`config.mk`:
```
export PLATFORM = sky130hd
export DESIGN_NAME = cmp_pipe
export DESIGN_NICKNAME = d
export VERILOG_FILES = /design/src/rtl/cmp_pkg.sv /design/src/rtl/cmp_stage.sv /design/src/rtl/cmp_pipe.sv
export SDC_FILE = /design/constraint.sdc
export NUM_CORES = 1
export LEC_CHECK = 0
export BUFFER_PORTS_ARGS = -buffer_cell sky130_fd_sc_hd__buf_2
export CORE_MARGIN = 3
export CORE_UTILIZATION = 45
export CTS_BUF_LIST = sky130_fd_sc_hd__clkbuf_16
export CTS_CLUSTER_DIAMETER = 60
export CTS_CLUSTER_SIZE = 12
export DETAILED_ROUTE_END_ITERATION = 10
export GPL_TIMING_DRIVEN = 1
export PLACE_DENSITY = 0.67
export SKIP_LAST_GASP = 1
export SLEW_MARGIN = 20
export SYNTH_ARGS = -nofsm -noshare
export SYNTH_HDL_FRONTEND = slang
export SYNTH_SLANG_ARGS = --single-unit
```
`constraint.sdc`:
```
create_clock -name CLK -period 2.1 [get_ports CLK]
set_clock_uncertainty 0.1 [all_clocks]
set_input_delay 0.315 -clock CLK [delete_from_list [all_inputs] [get_ports CLK]]
set_output_delay 0.315 -clock CLK [all_outputs]
set_load 0.005 [all_outputs]
```
`src/rtl/cmp_pkg.sv`:
```
// cmp_pkg: shared types and helpers for the pipelined comparator.
//   cmp_mode_t  - MODE encodings (codes 6 and 7 are reserved and yield 0)
//   cmp_flags_t - per-stage accumulated {eq, lt} flags
//   cmp_final() - maps a mode and final flags onto the one-bit result
package cmp_pkg;

  typedef enum logic [2:0] {
    MODE_EQ  = 3'd0,
    MODE_NE  = 3'd1,
    MODE_ULT = 3'd2,
    MODE_UGE = 3'd3,
    MODE_SLT = 3'd4,
    MODE_SGE = 3'd5
  } cmp_mode_t;

  typedef struct packed {
    logic eq;
    logic lt;
  } cmp_flags_t;

  // Mode travels through the pipe as raw bits so reserved codes survive
  // unchanged. Any code outside the enum falls into the default arm.
  function automatic logic cmp_final(input logic [2:0] mode,
                                     input logic       eq,
                                     input logic       lt);
    logic res;
    case (mode)
      MODE_EQ:  res = eq;
      MODE_NE:  res = !eq;
      MODE_ULT: res = lt;
      MODE_UGE: res = !lt;
      MODE_SLT: res = lt;
      MODE_SGE: res = !lt;
      default:  res = 1'b0;
    endcase
    return res;
  endfunction

endpackage

```
`src/rtl/cmp_stage.sv`:
```
// cmp_stage: one CHUNK-bit slice of the comparator pipeline.
//   Compares the low CHUNK bits of the incoming operands, folds the result
//   into the previous stage's {eq, lt} flags and registers everything along
//   with the operands shifted down by CHUNK. The stage holds while valid and
//   the next stage is not ready.
// Ports:
//   clk, resetn            - clock, synchronous active-low reset
//   prev_valid / ready     - handshake with the previous stage
//   prev_a, prev_b         - remaining operand bits, current slice in the LSBs
//   prev_mode, prev_flags  - mode and flags accumulated so far
//   valid / next_ready     - handshake with the next stage
//   a, b, mode, flags      - registered stage contents
//   o                      - registered final result (top stage only)
module cmp_stage
  import cmp_pkg::*;
#(
  parameter int WIDTH = 8,
  parameter int CHUNK = 2,
  parameter bit TOP   = 1'b0
) (
  input  logic             clk,
  input  logic             resetn,
  input  logic             prev_valid,
  output logic             ready,
  input  logic [WIDTH-1:0] prev_a,
  input  logic [WIDTH-1:0] prev_b,
  input  logic [2:0]       prev_mode,
  input  cmp_flags_t       prev_flags,
  output logic             valid,
  input  logic             next_ready,
  output logic [WIDTH-1:0] a,
  output logic [WIDTH-1:0] b,
  output logic [2:0]       mode,
  output cmp_flags_t       flags,
  output logic             o
);

  logic [CHUNK-1:0] slice_a;
  logic [CHUNK-1:0] slice_b;
  logic             signed_top;
  logic             c_eq;
  logic             c_lt;
  cmp_flags_t       comb_flags;

  assign signed_top = TOP && ((prev_mode == MODE_SLT) || (prev_mode == MODE_SGE));

  // Inverting both sign bits turns a two's-complement compare into an
  // unsigned one, so the top slice can reuse the same magnitude compare.
  always_comb begin
    slice_a          = prev_a[CHUNK-1:0];
    slice_b          = prev_b[CHUNK-1:0];
    slice_a[CHUNK-1] = slice_a[CHUNK-1] ^ signed_top;
    slice_b[CHUNK-1] = slice_b[CHUNK-1] ^ signed_top;
    c_eq             = (slice_a == slice_b);
    c_lt             = (slice_a < slice_b);
    // A higher slice decides on its own unless it is equal, in which case
    // the lower slices' verdict carries through.
    comb_flags.eq    = c_eq & prev_flags.eq;
    comb_flags.lt    = c_lt | (c_eq & prev_flags.lt);
  end

  assign ready = !valid | next_ready;

  always_ff @(posedge clk) begin
    if (!resetn) begin
      valid <= 1'b0;
      o     <= 1'b0;
    end else if (ready) begin
      valid <= prev_valid;
      if (prev_valid) begin
        a     <= prev_a >> CHUNK;
        b     <= prev_b >> CHUNK;
        mode  <= prev_mode;
        flags <= comb_flags;
        if (TOP) begin
          o <= cmp_final(prev_mode, comb_flags.eq, comb_flags.lt);
        end
      end
    end
  end

endmodule

```
`src/rtl/cmp_pipe.sv`:
```
// cmp_pipe: pipelined two-operand comparator with valid/ready streaming.
//   Resolves CHUNK bits per stage, LSB first, over WIDTH/CHUNK stages and
//   sustains one compare per clock. Relations: EQ, NE, ULT, UGE, SLT, SGE.
// Ports:
//   CLK, RESETN       - clock, synchronous active-low reset
//   I_VALID, I_READY  - input handshake (I_READY forced low during reset)
//   I0, I1            - operands A and B
//   MODE              - relation select, sampled with the operands
//   O_VALID, O_READY  - output handshake
//   O                 - comparison result
module cmp_pipe
  import cmp_pkg::*;
#(
  parameter int WIDTH = 8,
  parameter int CHUNK = 2
) (
  input  logic             CLK,
  input  logic             RESETN,
  input  logic             I_VALID,
  output logic             I_READY,
  input  logic [WIDTH-1:0] I0,
  input  logic [WIDTH-1:0] I1,
  input  logic [2:0]       MODE,
  output logic             O_VALID,
  input  logic             O_READY,
  output logic             O
);

  localparam int STAGES = WIDTH / CHUNK;

  // Index k of each chain is the input side of stage k; index k+1 is its
  // registered output side.
  logic             valid_c [STAGES+1];
  logic             ready_c [STAGES+1];
  logic [WIDTH-1:0] a_c     [STAGES+1];
  logic [WIDTH-1:0] b_c     [STAGES+1];
  logic [2:0]       mode_c  [STAGES+1];
  cmp_flags_t       flags_c [STAGES+1];
  logic             o_c     [STAGES];

  // Seeding eq=1, lt=0 makes the first stage's combine reduce to the plain
  // slice compare.
  assign valid_c[0]      = I_VALID;
  assign a_c[0]          = I0;
  assign b_c[0]          = I1;
  assign mode_c[0]       = MODE;
  assign flags_c[0]      = '{eq: 1'b1, lt: 1'b0};
  assign ready_c[STAGES] = O_READY;

  assign I_READY = ready_c[0] & RESETN;
  assign O_VALID = valid_c[STAGES];
  assign O       = o_c[STAGES-1];

  for (genvar k = 0; k < STAGES; k++) begin : g_stage
    cmp_stage #(
      .WIDTH (WIDTH),
      .CHUNK (CHUNK),
      .TOP   (k == STAGES - 1)
    ) u_stage (
      .clk        (CLK),
      .resetn     (RESETN),
      .prev_valid (valid_c[k]),
      .ready      (ready_c[k]),
      .prev_a     (a_c[k]),
      .prev_b     (b_c[k]),
      .prev_mode  (mode_c[k]),
      .prev_flags (flags_c[k]),
      .valid      (valid_c[k+1]),
      .next_ready (ready_c[k+1]),
      .a          (a_c[k+1]),
      .b          (b_c[k+1]),
      .mode       (mode_c[k+1]),
      .flags      (flags_c[k+1]),
      .o          (o_c[k])
    );
  end

endmodule

```
Word level (Yosys, flattened, before mapping). Index checks and enable logic that the tools add are counted.

Eq/ne operators: 9. Bitwise logic cells: 16. Order comparisons: 4. Multiplexer cells: 1. Reductions and logical operators: 14.

Operators by type and width (number): AND reduction 3 bit (3); == test 2 bit (4); less-than comparator 2 bit (4); AND 1 bit (7); bitwise OR 1 bit (7); == test 3 x 2 -> 1 bit, second input constant (2); == test 3 bit, second input constant (2); logical NOT 1 bit (6); one-hot mux 1 bit (4 select lines) (1); OR reduction 2 bit (2); == test 3 x 1 -> 1 bit, second input constant (1); logical NOT 3 bit (1); AND reduction 2 bit (1); bitwise XOR 1 bit (2); logical OR 1 bit (1).

Input bits: 23. Word-level logic and storage cells: 64. Bits in registers: 44. Output and inout port bits: 3.

Longest topological paths before layout.
Depth in word-level cells: 8. Mapped depth: 6. Mapped depth without buffers: 6.

Cells and area by module. From an unflattened synthesis, not the netlist that was laid out.

Cells, all modules: 162. Area, all modules: 2750.1 um^2.

Modules (own cells, without submodules): cmp_stage at g_stage[0].u_stage ... (area each 658.1 um^2, sequential area each 530.5 um^2, cells each 36, times used 3); cmp_stage at g_stage[3].u_stage (area each 762.0 um^2, sequential area each 550.5 um^2, cells each 51, times used 1); cmp_pipe (area each 13.8 um^2, sequential area each 0.0 um^2, cells each 3, times used 1).

Worst setup path before layout. OpenSTA, ideal clock, no wires.

Kind: register to register. From: reg g_stage[3].u_stage.valid. To: reg g_stage[1].u_stage.a[0] (enable). Slack: 0.346 ns. Arrival time: 1.272 ns. Data required time: 1.618 ns. Cell stages (with the launch flop): 4. Buffers on the path: 0. Path through: dfxtp_1 > nor2b_2 > and3_1 > nor2_1.

Word-level cells in the longest chain between the ends: 5.

RTL lines: start, declared (line cmp_stage.sv:29) `output logic valid,`; start signal, assigned (line cmp_stage.sv:69) `valid <= prev_valid;`; logical NOT 1 bit (line cmp_stage.sv:62) `assign ready = !valid | next_ready;`; bitwise OR 1 bit (3 in a row) (line cmp_stage.sv:62); AND reduction 3 bit (no source line); end signal, assigned (line cmp_stage.sv:71) `a <= prev_a >> CHUNK;`; end, declared (line cmp_stage.sv:31) `output logic [WIDTH-1:0] a,`.

No other way between the ends. A chain may end at the register's enable or synchronous reset.

Worst setup path after layout.
From: reg g_stage[3].u_stage.valid. To: reg g_stage[0].u_stage.a[3] (enable).

Word-level cells in the longest chain between the ends: 6.

RTL lines (line): logical NOT 1 bit (cmp_stage.sv:62); bitwise OR 1 bit (4 in a row) (cmp_stage.sv:62); AND reduction 3 bit (no source line); end signal, assigned (cmp_stage.sv:71); end, declared (cmp_stage.sv:31).

No other way between the ends.

==> run metrics <==
status=complete, no violations; final instance area=0.001992 mm2; Post-Syn Nets=131; latest clock arrival within the worst-skew pair=0.27 ns; multi-input logic area=356.6 um2; Final setup viols=0; Starting Density=48.16%; Netlist Area Pre-Place=0.001658 mm2; CORE AREA=0.003442 mm2; DRT iter0 DRCs=21; Switch Pwr=0.0003283 W; # IOs=26; clock buffer count from CTS=5; Avg WL per Cell=11.23 um; combinational family with the most area after synthesis=simple AND/OR/NAND/NOR gates; setup slack after layout=0.2183 ns; Internal=0.001455 W; cell count after placement=173; worst-margin pin slew=0.9090 ns; diodes inserted=0; initial antenna violation count=0; Fmax=531.4 MHz; DRC=0; crit path DAT=1.69 ns; simple-gate share of the synthesized area=8.302%; post-place setup slack=0.1817 ns; Die X-Extent=66.70 um; ANT nets after route=0; critical path fanouts, max=17; fillers=274; Clock Tree Buf Depth=2; WL final=2033 um; HP Class=in -> reg; H-tree level count=2; vias per cell=4.569; non-filler cells, final=181; postcts setup bufs=0; Final period util=89.61%; P_leak=0.7701 nW; CTS tree=yes; Final Max Tran Viols=0; combinational power share=3.6%; xor/xnor share of the synthesized area=2.113%; final hold vios=0; Clk pwr share=40.5%; largest net degree at the start of global routing=18; Synth Register Bits=44; max-cap viol count=0; Reg clk slew, reported paths=0.06 ns; vias in the first global route=842; Power Density=895.0 mW/mm2; die area=0.004448 mm2; compound-gate portion of the synthesized area=5.208%; port bufs=25; global placer's final weighted congestion=0.6748; Worst EP required=1.91 ns; nets=164; Synth cell types=21; post-synthesis mux area share=0.6038%; CP Class=reg -> reg; final setup TNS=0 ns; layout cell share with drive strength beyond 1=26.67%; grt total ovfl=0; cts hold-fix bufs=0; sequential power share=55.9%; Synth Instances=101; height of the die=66.70 um; register area share after synthesis=76.68%; post-CTS sizing=0; unrepaired setup endpoints after global routing=false; first-pass GRT wire length=3381 um; Reg area=0.001271 mm2; yosys warns=0; vias=827; synthesized-area fraction occupied by adder cells=5.283%; Sw Share=18.41%; crit end category=flop; hpwl dp=1591 um; relative slew slack=39.18%; Avg Inst Size Synth=16.41 um2; Tmin final=1.882 ns; Placed Instance Area=0.001848 mm2; GRT Overall Usage=10.58%; nature of the critical path startpoint=flop; Post-Route Utilization=57.87%; clock sink count=44; row count=21; area delta synth->final=20.15%; drt first pass iters=4; clk root buf=clkbuf_16; Worst VDD drop=0.7774 mV
==> stage by stage <==
stage	hold slack, ns	power [W]
final	0.1133	0.001783
after floorplan	0.3003	0.001045
after CTS	0.1068	0.001802
after detailed placement	0.3054	0.001081
after global placement	0.3061	0.001076
after global routing	0.1074	0.001853
==> state kept, by name, indices dropped and copies added, names as in the netlist <==
signal,count
g_stage.u_stage.a,12
g_stage.u_stage.b,12
g_stage.u_stage.mode,9
g_stage.u_stage.flags,6
g_stage.u_stage.valid,4
g_stage.u_stage.o,1
==> layout by cell type, fill, tap and decap left out, drive strengths merged <==
master	Yosys	layout
mux2i	1	1
a41oi	1	1
dfxtp	5	5
and2	2	2
nand2	4	4
nand3b	1	1
and2b	1	1
clkinvlp	0	2
nand3	2	2
a21oi	5	5
o21ai	3	3
clkinv	0	1
and3	4	4
xor2	2	2
inv	8	8
nor2b	7	7
buf	0	26
o21a	2	2
ha	7	7
xnor2	2	2
nor2	3	3
clkbuf	0	5
edfxtp	39	39
o211ai	2	2
==> critical path: stages, from the launching register on <==
cell	delay, ns
dfxtp_1	0.30
nor2b_2	0.17
and3_1	0.22
nand2_1	0.09
and3_1	0.63
==> cell type report <==
class | instances | area share, %
clock buffers | 5 | 6.281
clock inverters | 3 | 0.9422
inverters | 8 | 1.508
multi-input cells | 49 | 17.90
flip-flops and latches | 44 | 63.82
repair buffers | 26 | 6.658
well taps | 46 | 2.889
==> final timing paths <==
| check | from | to | slack [ns] | cells after the start |
|---|---|---|---|---|
| worst max register to register | g_stage[3].u_stage.valid | g_stage[0].u_stage.a[3] | 0.22 | 4 |
| worst min register to register | g_stage[0].u_stage.a[3] | g_stage[1].u_stage.a[1] | 0.32 | 0 |
| worst max-delay path | g_stage[3].u_stage.valid | g_stage[0].u_stage.a[3] | 0.22 | 4 |
| worst min-delay path | I0[2] | g_stage[0].u_stage.a[0] | 0.11 | 1 |
==> cell usage after synthesis <==
| library cell | number | share of area [%] |
|---|---|---|
| a21oi_1 | 5 | 1.5 |
| a41oi_2 | 1 | 0.98 |
| and2_1 | 2 | 0.75 |
| and2b_4 | 1 | 0.60 |
| and3_1 | 4 | 1.5 |
| dfxtp_1 | 5 | 6.0 |
| edfxtp_1 | 39 | 71 |
| ha_1 | 7 | 5.3 |
| inv_1 | 8 | 1.8 |
| mux2i_1 | 1 | 0.60 |
| nand2_1 | 4 | 0.91 |
| nand3_1 | 2 | 0.60 |
| nand3b_1 | 1 | 0.45 |
| nor2_1 | 3 | 0.68 |
| nor2b_1 | 6 | 2.3 |
| nor2b_2 | 1 | 0.53 |
| o211ai_1 | 2 | 0.91 |
| o21a_1 | 2 | 0.91 |
| o21ai_1 | 3 | 0.91 |
| xnor2_1 | 2 | 1.1 |
| xor2_1 | 2 | 1.1 |
==> power by group through the flow <==
stage	Combinational [W]	Clock [W]	Sequential (W)
4_1_cts	0.0000661	0.000739	0.000997
5_1_grt	0.0000755	0.000779	0.000999
6_report	0.0000644	0.000722	0.000997
3_3_place_gp	0.0000619	0	0.00101
3_5_place_dp	0.0000660	0	0.00102
2_1_floorplan	0.0000329	0	0.00101
==> metal layers <==
layer | track usage [%] | part of all wire, % | wire length, um | up-vias
met3 | 3.541 | 4.1 | 84 | 2
met5 | 0 | 0 | 0 | -
met1 | 11.31 | 42 | 847 | 375
met4 | 5.330 | 0.89 | 18 | 0
li1 | - | - | - | 433
met2 | 18.44 | 53 | 1084 | 17
==> kinds of logic after synthesis <==
group / count (synthesis)
AO/OA/AOI/OAI: 13
buffers and inverters: 8
AND/OR/NAND/NOR: 24
multiplexers: 1
flip-flops: 44
adder cells (fa/ha/maj): 7
XOR/XNOR: 4
No activity file was read; power rests on OpenSTA's default activity.
